--- src/rtl/uart_rx.sv ---
// uart_rx: 8N1 UART receiver with one-byte holding buffer, valid/ack handshake and rts flow control
//   baud_clk  in   clock at OVERSAMPLE x bit rate
//   rst       in   asynchronous active-high reset
//   rx        in   serial line, idles high
//   rx_ack    in   consumer takes the held byte
//   data_out  out  last good byte, stable while rx_valid
//   rx_valid  out  holding buffer full
//   rts       out  ready-to-receive, ~rx_valid
//   frame_err out  one-cycle pulse on a 0 stop bit
//   overrun   out  sticky, good byte dropped because the buffer was full
//   Define UART_RX_MAJORITY_EN for 2-of-3 majority sampling (one cycle more latency).
module uart_rx #(
    parameter int OVERSAMPLE = 16,
    parameter int DATA_BITS  = 8
) (
    input  logic                 baud_clk,
    input  logic                 rst,
    input  logic                 rx,
    input  logic                 rx_ack,
    output logic [DATA_BITS-1:0] data_out,
    output logic                 rx_valid,
    output logic                 rts,
    output logic                 frame_err,
    output logic                 overrun
);
`ifdef UART_RX_MAJORITY_EN
    localparam int MAJ = 1;
`else
    localparam int MAJ = 0;
`endif
    localparam int TW = $clog2(OVERSAMPLE);
    // The start decision lands mid start bit; each later decision is one full bit later.
    localparam logic [TW-1:0] T_START = TW'(OVERSAMPLE / 2 - 1 + MAJ);
    localparam logic [TW-1:0] T_BIT   = TW'(OVERSAMPLE - 1);
    localparam logic [3:0]    B_LAST  = 4'(DATA_BITS - 1);

    typedef enum logic [1:0] {IDLE, START, DATA, STOP} state_t;

    state_t               r_state;
    logic                 r_sync1, r_sync2, r_prev;
    logic [TW-1:0]        r_tick;
    logic [3:0]           r_bit;
    logic [DATA_BITS-1:0] r_shift, r_data;
    logic                 r_valid, r_ferr, r_ovr;
    logic                 w_fall, w_sample, w_due, w_good;

    assign w_fall = r_prev & ~r_sync2;
`ifdef UART_RX_MAJORITY_EN
    logic r_prev2;
    always_ff @(posedge baud_clk or posedge rst) begin
        if (rst) r_prev2 <= 1'b1;
        else     r_prev2 <= r_prev;
    end
    // Votes over the three most recent synchronized samples, deciding on the last one.
    assign w_sample = (r_prev2 & r_prev) | (r_prev2 & r_sync2) | (r_prev & r_sync2);
`else
    assign w_sample = r_sync2;
`endif
    assign w_due  = r_tick == ((r_state == START) ? T_START : T_BIT);
    assign w_good = (r_state == STOP) & w_due & w_sample;

    always_ff @(posedge baud_clk or posedge rst) begin
        if (rst) begin
            r_sync1 <= 1'b1;
            r_sync2 <= 1'b1;
            r_prev  <= 1'b1;
            r_state <= IDLE;
            r_tick  <= '0;
            r_bit   <= '0;
            r_shift <= '0;
            r_data  <= '0;
            r_valid <= 1'b0;
            r_ferr  <= 1'b0;
            r_ovr   <= 1'b0;
        end else begin
            r_sync1 <= rx;
            r_sync2 <= r_sync1;
            r_prev  <= r_sync2;
            r_ferr  <= 1'b0;
            r_tick  <= r_tick + 1'b1;
            case (r_state)
                IDLE: begin
                    r_tick <= '0;
                    if (w_fall) r_state <= START;
                end
                START: if (w_due) begin
                    r_tick  <= '0;
                    r_bit   <= '0;
                    r_state <= w_sample ? IDLE : DATA;
                end
                DATA: if (w_due) begin
                    r_tick  <= '0;
                    r_shift <= {w_sample, r_shift[DATA_BITS-1:1]};
                    r_bit   <= r_bit + 1'b1;
                    if (r_bit == B_LAST) r_state <= STOP;
                end
                STOP: if (w_due) begin
                    r_tick  <= '0;
                    r_state <= IDLE;
                    if (!w_sample) r_ferr <= 1'b1;
                end
            endcase
            // A good stop with an ack on the same edge replaces the byte and leaves overrun alone.
            if (w_good) begin
                if (!r_valid || rx_ack) begin
                    r_data  <= r_shift;
                    r_valid <= 1'b1;
                end else begin
                    r_ovr <= 1'b1;
                end
            end else if (rx_ack && r_valid) begin
                r_valid <= 1'b0;
                r_ovr   <= 1'b0;
            end
        end
    end

    assign data_out  = r_data;
    assign rx_valid  = r_valid;
    assign rts       = ~r_valid;
    assign frame_err = r_ferr;
    assign overrun   = r_ovr;
endmodule
--- config.mk ---
export PLATFORM = sky130hd
export DESIGN_NAME = uart_rx
export DESIGN_NICKNAME = d
export VERILOG_FILES = /design/src/rtl/uart_rx.sv
export SDC_FILE = /design/constraint.sdc
export NUM_CORES = 1
export LEC_CHECK = 0
export ABC_AREA = 1
export CORE_MARGIN = 2
export CORE_UTILIZATION = 54
export CTS_CLUSTER_DIAMETER = 40
export DETAILED_ROUTE_END_ITERATION = 10
export GPL_TIMING_DRIVEN = 0
export HOLD_SLACK_MARGIN = 0.03
export PLACE_DENSITY_LB_ADDON = 0.08
export REMOVE_ABC_BUFFERS = 1
export SYNTH_ARGS = -nofsm -noshare
export SYNTH_HDL_FRONTEND = slang
export SYNTH_SLANG_ARGS = --single-unit
export TNS_END_PERCENT = 100
--- constraint.sdc ---
create_clock -name baud_clk -period 1.6 [get_ports baud_clk]
set_input_delay 0.32 -clock baud_clk [delete_from_list [all_inputs] [get_ports baud_clk]]
set_output_delay 0.32 -clock baud_clk [all_outputs]
set_load 0.01 [all_outputs]
==> results.ini, run 1 <==
[setup_path]
slowest_delay_ns = 0.54
worst-path-buf-inv = 1
crit_path_top_delay_cell = clkdlybuf4s50_1
cp-end-kind = output pin
reg2reg_to = data_out[7]$_DFFE_PP0P_
crit_type = flip-flop to output pin
cp_max_fo = 2
rrSetupSlack_ns = 0.11
cp.arrival_ns = 1.23
path_delay_family = buffers and inverters
required_ns = 1.28
startpoint_type = flip-flop
r2r-start = r_tick[0]$_DFF_PP0_
crit_path_cell_trace = clkdlybuf4s50_1
ff2ff_path_depth = 8

[clock_tree]
cts_made_buffers = 5
worstSkewPairLatency_ns = 0.34
clk_pin_slew_ns = 0.11
htreeDepth = 2
cts.sinks = 32
cts_tree = built
clockRootBuffer = clkbuf_4
cts_buffer_depth = 2

[drt]
antenna_left = 0
wirelength_mm = 2.68
num_vias = 1076
initialDrtViolationCount = 21
via_per_inst = 5.05
first_pass_iters = 4
wire_per_inst_um = 12.6
drc_errors = 0

[sta]
tns_ns = 0
setup_viol = 0
fin_crit_ns = 1.55
skew_ns = 0.0134
setup_slack_ns = 0.0548
max_freq_mhz = 647
fin_crit_sh_pct = 96.6
hold_violations = 0
worst_pin_slew_ns = 0.544
slew_violations = 0
fin_hold_ws_ns = 0.314
grt_setup_unrepaired = yes
maxSlewHeadroom_pct = 63.7

[placement]
dpl_worst_slack_ns = -0.221
dpl.cell_count = 199
port-buffer-count = 15
gp_congestion = 0.728
place_hpwl_mm = 1.76
placed_cell_area_sq_um = 1550

[floorplanning]
die_h_um = 54.4
dieArea_sq_um = 2960
start_util_pct = 56.4
pin_count = 16
num_rows = 18
core_area_sq_um = 2430
fp.dieW_um = 54.4

[logic_synthesis]
synth-xor-area-share_pct = 1.92
synth_top_family_by_area = simple AND/OR/NAND/NOR gates
synth-edff-count = 0
ys_ff_latch = 32
yosysSeqAreaShare_pct = 58.7
synthMuxAreaShare_pct = 0
synth_area_sq_um = 1370
avgSynthCellArea_sq_um = 8.85
synth_cells = 155
ys_types = 20
async_flop_share_pct = 100
synth-simple-area-share_pct = 30.2
synth_top_flop_cell = dfrtp_1
ys.warnings.count = 0
synth_compound_area_share_pct = 2.74
synth_fa_ha_area_share_pct = 1.82

[global_route]
grt_use_total_pct = 21.0
grt_pass1_vias = 1006
grt_pass1_wl_mm = 4.23
grt_max_degree = 33
antenna_found_initial = 0
grt_overflow = 0

[power_and_ir_drop]
irDropWorstVdd_v = 0.000861
p_leak_nw = 1.02
p_switching_uw = 542
power_frac_comb_pct = 17.6
p_int_mw = 1.28
swShare_pct = 29.8
seq_power_share_pct = 53.3
clockPowerShare_pct = 29.1
power_density_nw_per_um2 = 1070

[finish]
fill_cells = 203
drive_above_1_share_pct = 14.2
n_antenna_cell = 0
nNetsFinal = 188
synthToLayoutAreaGrowth_pct = 24.4
instances_no_fill = 213
finalInstanceArea_sq_um = 1710

[job]
drv_cap = 0

[run_status]
outcome = complete, no violations

[worst_hold_path]
min_path_type = input pin to asynchronous set/reset pin

-- power groups by stage --
stage | combinational, mW | sequential (mW) | clock, mW
detailed placement | 0.297 | 0.986 | 0
floorplan | 0.237 | 0.967 | 0
finish | 0.320 | 0.968 | 0.529
global route | 0.367 | 0.985 | 0.582
global placement | 0.277 | 0.977 | 0
CTS | 0.297 | 0.971 | 0.544
-- metal layers --
layer	track usage, %	wire length, um
met1	25.0	1270
met4	12.5	50
met5	0	0
met2	33.3	1240
met3	6.56	119
-- registers in the layout, indices dropped and copies added (netlist names), named ones only --
signal,count
r_shift,8
data_out,8
r_sync2,1
r_sync1,1
r_bit,4
frame_err,1
r_prev,1
rx_valid,1
r_state,1
r_tick,4
overrun,1
-- worst max-delay path by stage --
stage | slack [ns] | to | startpoint | cells past startpoint
floorplan | 0.15 | data_out[0]$_DFFE_PP0P_ | r_tick[0]$_DFF_PP0_ | 8
global placement | -0.15 | data_out[4]$_DFFE_PP0P_ | r_tick[0]$_DFF_PP0_ | 8
detailed placement | -0.22 | data_out[1]$_DFFE_PP0P_ | r_tick[0]$_DFF_PP0_ | 8
CTS | 0.01 | data_out[6] | data_out[6]$_DFFE_PP0P_ | 1
global route | -0.02 | data_out[2]$_DFFE_PP0P_ | r_tick[0]$_DFF_PP0_ | 8
finish | 0.05 | data_out[7] | data_out[7]$_DFFE_PP0P_ | 1
-- logic make-up (layout without fill, tap and decap cells) --
group                      after synthesis  after routing
and+or+nand+nor                         96             96
AOI/OAI and AO/OA                        7              7
adders and majority gates                2              2
xor gates and xnor gates                 3              3
DFF                                     32             32
buffers and inverters                   15             43
-- synth_stat cells (2+ instances only) --
master	count	area [sq um]
nand2_1	65	244
dfrtp_1	29	726
nand3_1	12	60.1
inv_1	11	41.3
nor2_1	8	30.0
o21ai_0	5	25.0
dfstp_2	3	78.8
nor3_1	3	15.0
xor2_1	3	26.3
ha_1	2	25.0
inv_2	2	7.51
nand2_2	2	12.5
nand4_1	2	12.5
nor2_4	2	22.5
-- timing repair --
item,CTS,global route
hold endpoints to repair,0,0
buffers inserted,3,2
setup endpoints to repair,11,26
pin swaps,1,1
gates cloned,0,0
resized for setup,3,9
hold buffers,0,0
-- stage by stage --
stage / power [mW] / utilization (%)
floorplan: 1.20 / -
global placement: 1.25 / 63.6
detailed placement: 1.28 / 63.6
CTS: 1.81 / 67.5
global route: 1.93 / 70.1
finish: 1.82 / 70.1
-- layout by cell type, fill, tap and decap left out, types with 5 or more instances in the layout --
cell             count
o21ai_0              5
dlymetal6s2s_1       6
buf_4                5
clkbuf_4             5
nor2_1               8
nand2_1             65
dfrtp_1             28
inv_1               10
clkdlybuf4s50_1      7
nand3_1             12
-- layout make-up --
type / instances / area (sq um) / share of cell area (%)
multi-input combinational: 108 / 513 / 30.1
clock buffer: 8 / 68.8 / 4.04
tap: 30 / 37.5 / 2.20
inverter: 14 / 52.6 / 3.08
timing repair buffer: 21 / 228 / 13.4
sequential: 32 / 806 / 47.2
(Power assumes the default switching activity.)
==> run 2, diff against run 1 <==
--- a/config.mk
+++ b/config.mk
@@ -6,8 +6,10 @@
 export NUM_CORES = 1
 export LEC_CHECK = 0
 export ABC_AREA = 1
+export CELL_PAD_IN_SITES_DETAIL_PLACEMENT = 1
+export CELL_PAD_IN_SITES_GLOBAL_PLACEMENT = 1
 export CORE_MARGIN = 2
-export CORE_UTILIZATION = 54
+export CORE_UTILIZATION = 41
 export CTS_CLUSTER_DIAMETER = 40
 export DETAILED_ROUTE_END_ITERATION = 10
 export GPL_TIMING_DRIVEN = 0
==> run 2 against run 1 <==
Against the previous run:
- combinational power rose by 3%
- non-clock buffer count down 3
- first-iteration DRC count grew 110%
- total power shrank 1.3%
- sequential power up 0.7%
- worst hold slack improved by 0.053 ns
- utilization is 17 points lower
- highest routed layer unchanged
==> results.ini, run 2 (synthesis gave the netlist of run 1 again) <==
[run_status]
outcome = complete, no violations

[setup_path]
cp_max_fo = 2  ; unchanged
worst-path-buf-inv = 1  ; unchanged
cp-end-kind = output pin
required_ns = 1.28  ; about the same
crit_path_top_delay_cell = clkdlybuf4s50_1
crit_type = flip-flop to output pin
slowest_delay_ns = 0.54  ; about the same
cp.arrival_ns = 1.23  ; about the same
crit_path_cell_trace = clkdlybuf4s50_1
startpoint_type = flip-flop
path_delay_family = buffers and inverters

[drt]
num_vias = 1091  ; +1.4%
first_pass_iters = 4  ; unchanged
antenna_left = 0  ; unchanged
initialDrtViolationCount = 44  ; +110%
wirelength_mm = 3.10  ; +16%
wire_per_inst_um = 13.8  ; +10%
via_per_inst = 4.87  ; -3.6%
drc_errors = 0  ; unchanged

[floorplanning]
die_h_um = 61.8  ; +14%
fp.dieW_um = 61.8  ; +14%
pin_count = 16  ; unchanged
num_rows = 20  ; +2
core_area_sq_um = 3130  ; +29%
start_util_pct = 43.8  ; -13 points
dieArea_sq_um = 3820  ; +29%

[sta]
worst_pin_slew_ns = 1.14  ; +0.593 ns
skew_ns = 0.00476  ; -0.00863 ns
hold_violations = 0  ; unchanged
setup_slack_ns = 0.0460  ; -0.00875 ns
slew_violations = 0  ; unchanged
maxSlewHeadroom_pct = 23.8  ; -40 points
grt_setup_unrepaired = no
setup_viol = 0  ; unchanged
fin_crit_sh_pct = 97.1  ; +0.55 points
max_freq_mhz = 644  ; -0.56%
fin_crit_ns = 1.55  ; +0.00875 ns

[global_route]
antenna_found_initial = 0  ; unchanged
grt_pass1_vias = 1093  ; +8.6%
grt_overflow = 0  ; unchanged
grt_max_degree = 33  ; unchanged
grt_pass1_wl_mm = 5.32  ; +26%
grt_use_total_pct = 20.1  ; -0.91 points

[clock_tree]
cts_hold_buf = 0  ; unchanged
clk_pin_slew_ns = 0.10  ; about the same
cts_made_buffers = 5  ; unchanged
clockRootBuffer = clkbuf_4
htreeDepth = 2  ; unchanged
cts.sinks = 32  ; unchanged
cts_buffer_depth = 2  ; unchanged
cts_tree = built
worstSkewPairLatency_ns = 0.34  ; about the same

[placement]
place_hpwl_mm = 2.06  ; +17%
gp_congestion = 0.792  ; +8.8%
dpl.cell_count = 213  ; +7.0%
dpl_worst_slack_ns = -0.292  ; -0.0708 ns
port-buffer-count = 15  ; unchanged

[power_and_ir_drop]
irDropWorstVdd_v = 0.000484  ; -44%
p_leak_nw = 0.981  ; -3.4%
power_mw = 1.79  ; -1.3%
power_density_nw_per_um2 = 1070  ; +0.49%

[finish]
nNetsFinal = 185  ; -1.6%
mostFrequentLayoutCell = nand2_1
instances_no_fill = 224  ; +5.2%
fill_cells = 369  ; +82%
synthToLayoutAreaGrowth_pct = 22.1
n_antenna_cell = 0  ; unchanged
post-route-util_pct = 53.5  ; -17 points
layout_common_cells = nand2_1 (65), dfrtp_1 (27), nand3_1 (12)
drive_above_1_share_pct = 12.8  ; -1.4 points

[job]
drv_cap = 0  ; unchanged

[worst_hold_path]
min_path_type = flip-flop to flip-flop

## run 2: cell types whose count changed in the layout (fill, tap and decap cells not counted), sizes merged
| cell | before | now |
|---|---|---|
| clkinv | 1 | 2 |
| inv | 13 | 12 |
| buf | 6 | 3 |
## run 2: power breakdown
| group | total, mW | internal [mW] | switching [mW] |
|---|---|---|---|
| clock | 0.491 | 0.216 | 0.274 |
| sequential | 0.975 | 0.890 | 0.0849 |
| combinational | 0.329 | 0.124 | 0.204 |
## run 2: layout make-up
cell class | instances | area [sq um] | area share, %
multi-input combinational | 108 | 513 | 30.6
clock buffer | 8 | 58.8 | 3.51
inverter | 14 | 55.1 | 3.29
tap | 44 | 55.1 | 3.29
timing repair buffer | 18 | 185 | 11.1
sequential | 32 | 807 | 48.2
## run 2: repair_timing
item / in CTS / in global routing
endpoints found under the hold margin: 0 / 0
pin swaps: 1 / 1
setup buffers: 2 / 1
endpoints found under the setup margin: 11 / 26
resized for setup: 3 / 11
## run 2: path summary, 6_finish.rpt
kind | from | to | slack [ns] | cells past startpoint
max | data_out[0]$_DFFE_PP0P_ | data_out[0] | 0.05 | 1
min | r_sync1$_DFF_PP1_ | r_sync2$_DFF_PP1_ | 0.37 | 0
min in group asynchronous | rst | data_out[1]$_DFFE_PP0P_ | 0.43 | 2
min reg2reg | r_sync1$_DFF_PP1_ | r_sync2$_DFF_PP1_ | 0.37 | 0
max reg2reg | r_tick[0]$_DFF_PP0_ | data_out[5]$_DFFE_PP0P_ | 0.13 | 8
max in group asynchronous | rst | r_state[0]$_DFFE_PP0P_ | 0.61 | 2
## run 2: per-layer routing
layer | GRT usage [%] | wire [um]
met4 | 8.21 | 51
met3 | 6.83 | 119
met1 | 26.0 | 1390
met5 | 0 | 0
met2 | 31.1 | 1540
## run 2: stage by stage
| stage | hold slack, ns | area, sq um | setup TNS [ns] |
|---|---|---|---|
| after floorplan | 0.324 | 1360 | 0 |
| after global placement | 0.355 | 1570 | -5.96 |
| after detailed placement | 0.352 | 1570 | -8.34 |
| after CTS | 0.366 | 1640 | 0 |
| after global routing | 0.374 | 1670 | 0 |
| final | 0.367 | 1670 | 0 |
==> run 3, diff against run 2 <==
--- a/config.mk
+++ b/config.mk
@@ -6,12 +6,14 @@
 export NUM_CORES = 1
 export LEC_CHECK = 0
 export ABC_AREA = 1
+export CAP_MARGIN = 5
 export CELL_PAD_IN_SITES_DETAIL_PLACEMENT = 1
 export CELL_PAD_IN_SITES_GLOBAL_PLACEMENT = 1
 export CORE_MARGIN = 2
-export CORE_UTILIZATION = 41
+export CORE_UTILIZATION = 46
 export CTS_CLUSTER_DIAMETER = 40
 export DETAILED_ROUTE_END_ITERATION = 10
+export DONT_BUFFER_PORTS = 1
 export GPL_TIMING_DRIVEN = 0
 export HOLD_SLACK_MARGIN = 0.03
 export PLACE_DENSITY_LB_ADDON = 0.08
==> run 3 against run 2 <==
Against the previous run:
- largest power group unchanged
- register-to-register slack better by 0.02 ns
- first-iteration DRC count decreased by 20%
- largest cell class unchanged
- the run now ends with design-rule violations left
- critical endpoint is now data_out[3]$_DFFE_PP0P_
- wire length down 8.9%
- via count down 5.4%
- utilization rose by 1.7 points
==> results.ini, run 3 (synthesis gave the netlist of run 1 again) <==
[sta]
grt_setup_unrepaired = no
slew_violations = 0  ; unchanged
setup_slack_ns = 0.150  ; +0.104 ns
setup_viol = 0  ; unchanged
max_freq_mhz = 690  ; +7.2%
hold_violations = 0  ; unchanged
maxSlewHeadroom_pct = 69.2  ; +45 points
fin_crit_sh_pct = 90.6  ; -6.5 points
skew_ns = 0.00473  ; -0.0000326 ns
tns_ns = 0  ; unchanged
worst_pin_slew_ns = 0.462  ; -0.675 ns
fin_crit_ns = 1.45  ; -0.104 ns

[drt]
antenna_left = 0  ; unchanged
drc_errors = 3  ; +3
via_per_inst = 5.16  ; +5.9%
num_vias = 1032  ; -5.4%
initialDrtViolationCount = 35  ; -20%
first_pass_iters = 7  ; +3
wirelength_mm = 2.82  ; -8.9%
wire_per_inst_um = 14.1  ; +2.1%

[clock_tree]
cts_made_buffers = 5  ; unchanged
worstSkewPairLatency_ns = 0.32  ; -0.02 ns
cts_buffer_depth = 2  ; unchanged
clockRootBuffer = clkbuf_4
cts_tree = built
cts.sinks = 32  ; unchanged
clk_pin_slew_ns = 0.10  ; about the same
htreeDepth = 2  ; unchanged

[setup_path]
r2r-start = r_tick[1]$_DFF_PP0_
cp.arrival_ns = 1.72  ; +0.49 ns
cp_max_fo = 5  ; +3
rrSetupSlack_ns = 0.15  ; +0.02 ns
crit_type = flip-flop to flip-flop
required_ns = 1.87  ; +0.59 ns
startpoint_type = flip-flop
crit_path_start = r_tick[1]$_DFF_PP0_
reg2reg_to = data_out[3]$_DFFE_PP0P_
ff2ff_path_depth = 8  ; unchanged
cp-end-kind = flip-flop

[run_status]
violations = design-rule violations
outcome = complete, but fails checks

[floorplanning]
num_rows = 19  ; -5.0%
start_util_pct = 48.9  ; +5.0 points
pin_count = 16  ; unchanged
fp.dieW_um = 58.6  ; -5.2%
dieArea_sq_um = 3430  ; -10%
die_h_um = 58.6  ; -5.2%
core_area_sq_um = 2810  ; -10%

[power_and_ir_drop]
p_switching_uw = 538  ; -4.6%
swShare_pct = 30.4  ; -1.0 points
clockPowerShare_pct = 26.9  ; -0.4 points
seq_power_share_pct = 54.9  ; +0.6 points
p_leak_nw = 0.846  ; -14%
power_frac_comb_pct = 18.2  ; about the same
irDropWorstVdd_v = 0.000492  ; +1.6%
p_int_mw = 1.23  ; about the same
power_mw = 1.77  ; -1.4%
power_density_nw_per_um2 = 1140  ; +6.7%

[worst_hold_path]
min_path_type = input pin to flip-flop
holdPathEnd = overrun$_DFFE_PP0P_
hold_path_startpoint = rx_ack
whs_path_depth = 3  ; +3

[finish]
n_antenna_cell = 0  ; unchanged
mostFrequentLayoutCell = nand2_1
instances_no_fill = 200  ; -11%
nNetsFinal = 174  ; -5.9%
layout_common_cells = nand2_1 (65), dfrtp_1 (27), nand3_1 (12)
synthToLayoutAreaGrowth_pct = 12.9
drive_above_1_share_pct = 15.4  ; +2.6 points
fill_cells = 333  ; -9.8%

[placement]
gp_congestion = 0.778  ; -1.7%
dpl_worst_slack_ns = -0.285  ; +0.00665 ns
place_hpwl_mm = 1.96  ; -4.9%
dpl.cell_count = 185  ; -13%
port-buffer-count = 0  ; -15

[global_route]
grt_max_degree = 33  ; unchanged
grt_use_total_pct = 18.8  ; -1.3 points
grt_overflow = 0  ; unchanged
antenna_found_initial = 0  ; unchanged
grt_pass1_wl_mm = 4.79  ; -10%
grt_pass1_vias = 1076  ; -1.6%

[job]
drv_cap = 0  ; unchanged

==> run 3: cell count changes in the layout (fill, tap and decap cells not counted), moves of 2 or more <==
cell             before  now
clkdlybuf4s50_1       7    0
dlymetal6s2s_1        6    0
clkinv_1              2    0
dlygate4sd2_1         2    0
dlygate4sd3_1         0    2
inv_2                 2    4
==> run 3: worst max path at each step <==
stage	slack [ns]	to
global route	0.004	overrun$_DFFE_PP0P_
detailed placement	-0.29	data_out[1]$_DFFE_PP0P_
global placement	-0.19	data_out[5]$_DFFE_PP0P_
finish	0.15	data_out[3]$_DFFE_PP0P_
CTS	0.004	data_out[3]$_DFFE_PP0P_
floorplan	0.15	data_out[0]$_DFFE_PP0P_
==> run 3: critical path: stages, from the launching register on <==
cell and delay (ns):
dfrtp_1 0.37, ha_1 0.17, nand2_1 0.07, inv_2 0.09, nand4_1 0.19, nor2_4 0.21, buf_4 0.16, nand3_1 0.07
nand2_1 0.07
==> run 3: cell type report <==
cell class | instances | area (sq um) | share of cell area (%)
Clock buffer | 8 | 58.8 | 3.80
Inverter | 14 | 52.6 | 3.40
Multi-Input combinational cell | 108 | 513 | 33.1
Sequential cell | 32 | 807 | 52.1
Tap cell | 31 | 38.8 | 2.51
Timing Repair Buffer | 7 | 77.6 | 5.01
==> run 3: repair_timing <==
item	in CTS	in global routing
endpoints found under the hold margin	1	7
resized for setup	2	4
buffers inserted	3	1
setup endpoints to repair	9	20
pin swaps	1	1
hold buffers	1	1
==> run 3: power groups by stage <==
| stage | logic (mW) | clock network, mW | registers, mW |
|---|---|---|---|
| after floorplan | 0.237 | 0 | 0.967 |
| after global placement | 0.266 | 0 | 0.981 |
| after detailed placement | 0.292 | 0 | 0.990 |
| after CTS | 0.297 | 0.496 | 0.974 |
| after global routing | 0.371 | 0.527 | 0.984 |
| final | 0.322 | 0.476 | 0.971 |
==> run 3: layer usage <==
metal	wire length, um	track usage, %	up-vias
met5	0	0	-
met3	111	5.93	4
met2	1370	30.8	18
met4	39	6.82	0
li1	-	-	510
met1	1300	23.6	500
==> run 3: per-stage QoR <==
stage                     hold slack (ns)  instance area, sq um  util (%)
after floorplan                     0.324                  1360         -
after global placement              0.325                  1400      49.9
after detailed placement            0.325                  1400      49.9
after CTS                           0.187                  1500      53.5
after global routing                0.205                  1550      55.2
final                               0.194                  1550      55.2
